--- src/rtl/rf_write_arbiter_pkg.sv ---
// Shared types and constants for the register-file write arbiter.
//   DATA_W / NREG / ADDR_W : register data width, register count, address width
//   state_t                : arbiter FSM states
//   port_t                 : requester identity (used for round-robin history)
//   onehot()               : address -> register clock-enable vector
package rf_pkg;

  localparam int unsigned DATA_W = 8;
  localparam int unsigned NREG   = 8;
  localparam int unsigned ADDR_W = $clog2(NREG);

  typedef enum logic {
    IDLE  = 1'b0,
    CLEAR = 1'b1
  } state_t;

  typedef enum logic {
    PORT_A = 1'b0,
    PORT_B = 1'b1
  } port_t;

  // Out-of-range addresses (non power-of-2 NREG) match no bit and yield all zeros.
  function automatic logic [NREG-1:0] onehot(input logic [ADDR_W-1:0] addr);
    logic [NREG-1:0] oh;
    oh = '0;
    for (int unsigned i = 0; i < NREG; i++) begin
      if (addr == ADDR_W'(i)) oh[i] = 1'b1;
    end
    return oh;
  endfunction

endpackage

--- src/rtl/rf_write_arbiter_rr_arb2.sv ---
// Two-requester round-robin arbiter, purely combinational.
//   req_i        : request vector, bit 0 = port A, bit 1 = port B
//   last_grant_i : port that won the most recent transfer
//   en_i         : arbitration enable; no grant when low
//   gnt_o        : grant vector, at most one bit set
module rr_arb2
  import rf_pkg::*;
(
  input  logic [1:0] req_i,
  input  port_t      last_grant_i,
  input  logic       en_i,
  output logic [1:0] gnt_o
);

  // On a tie the port that did not win last time is served.
  always_comb begin
    gnt_o = 2'b00;
    if (en_i) begin
      if (req_i == 2'b11) begin
        gnt_o = (last_grant_i == PORT_B) ? 2'b01 : 2'b10;
      end else begin
        gnt_o = req_i;
      end
    end
  end

endmodule

--- src/rtl/rf_write_arbiter.sv ---
// Write-side owner of the 8-entry register file: arbitrates port A and port B
// writes round-robin and runs a sequenced bulk clear, one register per cycle.
//   clk, rst_n               : clock, asynchronous active-low reset
//   a_req/a_addr/a_data/a_gnt: port A (execute writeback) request/grant
//   b_req/b_addr/b_data/b_gnt: port B (switch/load path) request/grant
//   clr_req                  : bulk-clear request, sampled only in IDLE
//   busy                     : high while a clear sequence runs
//   rf_data / rf_ce          : registered write data and one-hot clock enables
module rf_write_arbiter
  import rf_pkg::*;
#(
  parameter logic [DATA_W-1:0] CLR_VAL = '0
) (
  input  logic              clk,
  input  logic              rst_n,
  input  logic              a_req,
  input  logic [ADDR_W-1:0] a_addr,
  input  logic [DATA_W-1:0] a_data,
  output logic              a_gnt,
  input  logic              b_req,
  input  logic [ADDR_W-1:0] b_addr,
  input  logic [DATA_W-1:0] b_data,
  output logic              b_gnt,
  input  logic              clr_req,
  output logic              busy,
  output logic [DATA_W-1:0] rf_data,
  output logic [NREG-1:0]   rf_ce
);

  state_t            state_q, state_d;
  logic [ADDR_W-1:0] clr_cnt_q, clr_cnt_d;
  port_t             last_q, last_d;
  logic [DATA_W-1:0] rf_data_q, rf_data_d;
  logic [NREG-1:0]   rf_ce_q, rf_ce_d;
  logic              busy_q, busy_d;
  logic [1:0]        gnt;
  logic              arb_en;

  // Clear request pre-empts arbitration in IDLE; nothing is granted in CLEAR.
  assign arb_en = (state_q == IDLE) && !clr_req;

  rr_arb2 u_arb (
    .req_i        ({b_req, a_req}),
    .last_grant_i (last_q),
    .en_i         (arb_en),
    .gnt_o        (gnt)
  );

  // Grants are forced low while reset is asserted.
  assign a_gnt = gnt[0] & rst_n;
  assign b_gnt = gnt[1] & rst_n;

  // Next-state, write-port and round-robin history logic.
  always_comb begin
    state_d   = state_q;
    clr_cnt_d = clr_cnt_q;
    last_d    = last_q;
    rf_data_d = rf_data_q;
    rf_ce_d   = '0;
    if (state_q == CLEAR) begin
      rf_ce_d   = onehot(clr_cnt_q);
      rf_data_d = CLR_VAL;
      if (clr_cnt_q == ADDR_W'(NREG - 1)) begin
        clr_cnt_d = '0;
        state_d   = IDLE;
      end else begin
        clr_cnt_d = clr_cnt_q + ADDR_W'(1);
      end
    end else if (clr_req) begin
      state_d = CLEAR;
    end else if (gnt[0]) begin
      rf_ce_d   = onehot(a_addr);
      rf_data_d = a_data;
      last_d    = PORT_A;
    end else if (gnt[1]) begin
      rf_ce_d   = onehot(b_addr);
      rf_data_d = b_data;
      last_d    = PORT_B;
    end
    busy_d = (state_d == CLEAR);
  end

  // State and output registers; last_q resets to B so A wins the first tie.
  always_ff @(posedge clk or negedge rst_n) begin
    if (!rst_n) begin
      state_q   <= IDLE;
      clr_cnt_q <= '0;
      last_q    <= PORT_B;
      rf_data_q <= '0;
      rf_ce_q   <= '0;
      busy_q    <= 1'b0;
    end else begin
      state_q   <= state_d;
      clr_cnt_q <= clr_cnt_d;
      last_q    <= last_d;
      rf_data_q <= rf_data_d;
      rf_ce_q   <= rf_ce_d;
      busy_q    <= busy_d;
    end
  end

  assign rf_data = rf_data_q;
  assign rf_ce   = rf_ce_q;
  assign busy    = busy_q;

endmodule
--- config.mk ---
export PLATFORM = sky130hd
export DESIGN_NAME = rf_write_arbiter
export DESIGN_NICKNAME = d
export VERILOG_FILES = /design/src/rtl/rf_write_arbiter_pkg.sv /design/src/rtl/rf_write_arbiter_rr_arb2.sv /design/src/rtl/rf_write_arbiter.sv
export SDC_FILE = /design/constraint.sdc
export NUM_CORES = 1
export LEC_CHECK = 0
export ABC_AREA = 1
export CAP_MARGIN = 40
export CORE_MARGIN = 3
export CORE_UTILIZATION = 50
export DETAILED_ROUTE_END_ITERATION = 8
export DONT_BUFFER_PORTS = 1
export HOLD_SLACK_MARGIN = 0.08
export PLACE_DENSITY = 0.68
export SKIP_LAST_GASP = 1
export SYNTH_ARGS = -nofsm -noshare
export SYNTH_HDL_FRONTEND = slang
export SYNTH_SLANG_ARGS = --single-unit
--- constraint.sdc ---
create_clock -name clk -period 1.1 [get_ports clk]
set_input_delay 0.055 -clock clk [delete_from_list [all_inputs] [get_ports clk]]
set_output_delay 0.055 -clock clk [all_outputs]
set_load 0.01 [all_outputs]
; Word-level counts from Yosys, hierarchy flattened
; Cells that the tools add are included.
; W data, S select, Z words.
[word_totals]
reg_bits = 21
wordCells = 83
[op_classes]
addsub = 1
n_eq_ne = 23
mux = 41
bitwise = 4
n_reduce_logical = 9
[ops]
columns = op, n
row1 = $mux W8, 8
row2 = $eq A3 B3 Y1 const B, 12
row3 = $mux W1, 29
row4 = $eq A3 B2 Y1 const B, 6
row5 = $eq A3 B1 Y1 const B, 3
row6 = $logic_not A3 Y1, 3
row7 = $mux W2, 3
row8 = $add A3 B1 Y3 const B, 1
row9 = $mux W3, 1
row10 = $reduce_and A3 Y1, 1
row11 = $reduce_bool A3 Y1, 1
row12 = $and A1 B1 Y1, 2
row13 = $eq A2 B2 Y1 const B, 1
row14 = $ne A2 B1 Y1 const B, 1
row15 = $not A1 Y1, 2
row16 = $reduce_and A2 Y1, 1
row17 = $reduce_bool A2 Y1, 1
row18 = $logic_and A1 B1 Y1, 1
row19 = $logic_not A1 Y1, 1

; Logic depth before layout (Yosys ltp)
[logic_depth]
word_depth = 7
ltp_mapped = 7
depth_no_buf = 6

; Modules after synthesis
; From an unflattened synthesis, not the netlist that was laid out.
[hier_totals]
hier_cells = 172
hier_area_um2 = 1218.7
[modules_own_cells]
columns = module, instances, cells_per_inst, area_each_um2
row1 = rf_write_arbiter, 1, 167, 1197.4
row2 = rr_arb2, 1, 5, 21.3

; Worst setup path after synthesis
; No wires, ideal clock.
[synth_timing]
path_type = flip-flop to output port
from = reg busy (netlist name)
to = out b_gnt
arrival_time_ns = 1.175
t_required_ns = 1.045
path_slack_ns = -0.130
path_stages_with_launch = 6
path_buffers = 2
path_cell_list = dfrtp_1 > nor2_2 > buf_6 > buf_2 > nand3_1 > nor2_1
[synth_lines]
columns = element, line
row1 = "end, declared", rf_write_arbiter.sv:23  ; output logic b_gnt,

; Final worst setup path
[layout_timing]
from = reg last_q
to = out a_gnt
[layout_between]
elab_chain_len = 4
[layout_lines]
columns = element, line
row1 = "start, declared", rf_write_arbiter.sv:32  ; port_t last_q, last_d;
row2 = "start signal, assigned", rf_write_arbiter.sv:95  ; last_q <= last_d;
row3 = $mux W2, rf_write_arbiter_rr_arb2.sv:20  ; gnt_o = (last_grant_i == PORT_B) ? 2'b01 : 2'b10;
row4 = $mux W2, rf_write_arbiter_rr_arb2.sv:19  ; if (req_i == 2'b11) begin
row5 = $mux W2, rf_write_arbiter_rr_arb2.sv:18  ; if (en_i) begin
row6 = $and A1 B1 Y1, rf_write_arbiter.sv:50  ; assign a_gnt = gnt[0] & rst_n;
row7 = "end, declared", rf_write_arbiter.sv:19  ; output logic a_gnt,
; No other way between the ends.

==> metrics.yaml <==
synth:
  ys_warn_count: 0
  syn-cell-area_um2: 1310
  synthCells: 180
  seq_area_frac_synth: 0.4021
  synth_nets: 213
  postSynthAreaPerCell_um2: 7.278
  synth.ff_latch_count: 21
  synth.distinct_cells: 19
worst_setup_path:
  slowest_delay_ps: 580
  endpoint_kind: "output pin"
  worstPathRequired_ps: 1040
  critPathTopFamily: "flip-flops"
  r2r_start: "last_q"
  critPathSlowestCell: "dfstp_2"
  reg2regPathDepth: 7
  crit_buf_inv: 1
  crit_path_start_kind: "register"
  startpoint: "last_q"
  crit_type: "register to output pin"
  cp.depth: 4
  critPathArrivalTime_ps: 1260
  crit_chain: "inv_2 > nand2_4 > nand3_4 > nor2_4"
  cp_max_fo: 3
sta:
  fin_crit_sh: 1.197
  postLayoutSetupSlackWorst_ps: -216.3
  rsz0062_at_grt: "true"
  setup_violations: 20
  fin_worst_skew_ps: 8.602
  period_needed_ps: 1316
  tightest_slew_ps: 278.6
  maxSlewViolCount: 0
  relSlewSlack: 0.8136
  max_freq_ghz: 0.7597
  whs_ps: -44.20
  hold_violations: 8
finish:
  nNetsFinal: 249
  diodes: 0
  stdcell_count: 243
  final_common_cell: "nand2_1"
  syn_to_final_growth_pct: 41.64
  fillers: 160
  layout_common_cells: "47 x nand2_1, 39 x nand3_1, 26 x inv_1"
  drive_above_1_share: 0.2558
power_and_ir_drop:
  p_total_mw: 3.689
  powerDensity_nw_per_um2: 1988
  leakagePower_nw: 0.9901
  peakVddDrop_mv: 1.275
outcome:
  violations: "negative hold slack, negative setup slack"
  outcome: "complete, but fails checks"
drt:
  num_vias: 1400
  wl_per_cell_um: 16.17
  drt_pass1_iterations: 4
  drc: 0
  viasPerCell: 5.761
  drt_iter0_drc: 77
  drt-total-wl_um: 3930
  ant_nets: 0
global_route:
  grt_usage: 0.2256
  grt_start_max_net_pins: 22
  grt_overflow: 0
  grt_pass1_vias: 1326
  grt_pass1_wl_um: 5865
  antenna_found_initial: 0
floorplanning:
  die_x_um: 57.19
  dieArea_um2: 3270
  ioPinCount: 46
  core-area_um2: 2340
  initial_utilization: 0.5599
  die_h_um: 57.19
  rows: 17
clock_network:
  clk_latency_ps: 320
  tritoncts: "built"
  path_clk_slew_ps: 120
  clock_sinks: 21
  root_buffer: "clkbuf_4"
  cts_buffer_depth: 2
  cts_buffers: 3
  cts.htree.levels: 1
hold_path:
  hold_class: "input pin to register"
  min_path_cells: 3
  min_from: "a_req"
placement:
  numPortBuffers: 0
  place_ws_ps: -111.8
  dp_hpwl_um: 2413
  dp_cells: 214
  gp_congestion: 0.9117
job:
  maxCapViolations: 0
==> registers in the layout, indices dropped and copies added (netlist names) <==
name	count
busy	1
clr_cnt_q	3
last_q	1
rf_ce	8
rf_data	8
==> cell families after synthesis <==
family,count (synthesis),share of synthesized area
AOI/OAI and AO/OA,6,0.02579
adders and majority gates,6,0.05731
buffers and inverters,37,0.1223
DFF,21,0.4021
and+or+nand+nor,110,0.3926
==> final timing paths <==
kind / endpoint / slack (ps)
min: rf_data[5] / -40
min in group asynchronous: rf_data[5] / 550
max: a_gnt / -220
min reg2reg: rf_data[6] / 560
max reg2reg: rf_ce[5] / -190
max in group asynchronous: last_q / 100
==> repair_timing <==
action | 4_1_cts | 5_1_grt
hold buffers | 15 | 1
setup endpoints to repair | 23 | 24
cloned | 1 | 1
gates resized for setup | 14 | 29
pin swaps | 5 | 22
buffers inserted | 6 | 0
endpoints found under the hold margin | 37 | 11
==> synth_stat cells, drive strengths merged <==
| master | n | area share |
|---|---|---|
| nor2 | 3 | 0.011 |
| a21oi | 1 | 0.0038 |
| dfstp | 1 | 0.020 |
| nand3 | 49 | 0.20 |
| o21ai | 5 | 0.022 |
| nand2 | 50 | 0.15 |
| dfrtp | 20 | 0.38 |
| nand4 | 8 | 0.038 |
| buf | 5 | 0.031 |
| ha | 6 | 0.057 |
| clkbuf | 1 | 0.0029 |
| clkinv | 1 | 0.0029 |
| inv | 30 | 0.086 |
==> stage by stage <==
stage / hold slack (ps) / setup TNS (ps) / area, um2 / utilization
2_1_floorplan: -240.6 / -1222 / 1321 / -
3_3_place_gp: -240.1 / -237.6 / 1400 / 0.5984
3_5_place_dp: -240.1 / -824.1 / 1400 / 0.5984
4_1_cts: -45.20 / -2897 / 1703 / 0.7278
5_1_grt: -29.38 / -4058 / 1856 / 0.7930
6_report: -44.20 / -2946 / 1856 / 0.7930
==> routing by layer <==
metal | global-route usage | vias to the layer above | share of wire
li1 | - | 654 | -
met1 | 0.2895 | 660 | 0.40
met2 | 0.3736 | 78 | 0.49
met3 | 0.07014 | 8 | 0.093
met4 | 0.04967 | 0 | 0.017
met5 | 0 | - | 0
==> area by class of cell <==
| type | instances | area [um2] | area share |
|---|---|---|---|
| clock buffer | 3 | 22.52 | 0.01214 |
| clock inverter | 1 | 5.005 | 0.002697 |
| inverter | 31 | 123.9 | 0.06676 |
| multi-input combinational | 122 | 753.2 | 0.4059 |
| sequential | 21 | 528.0 | 0.2846 |
| tap | 28 | 35.03 | 0.01888 |
| timing repair buffer | 37 | 387.9 | 0.2090 |
==> power breakdown <==
| part | leakage, nW | switching, mW | total (mW) | internal, mW |
|---|---|---|---|---|
| sequential | 0.274 | 0.249 | 1.30 | 1.05 |
| combinational | 0.698 | 1.04 | 2.01 | 0.970 |
| clock | 0.0177 | 0.247 | 0.383 | 0.136 |
==> tightest hold or removal path, cell delays in order <==
cell and delay (ps):
nand4_1 70, nand3_1 60, nand2_1 50
(Power assumes the default switching activity.)
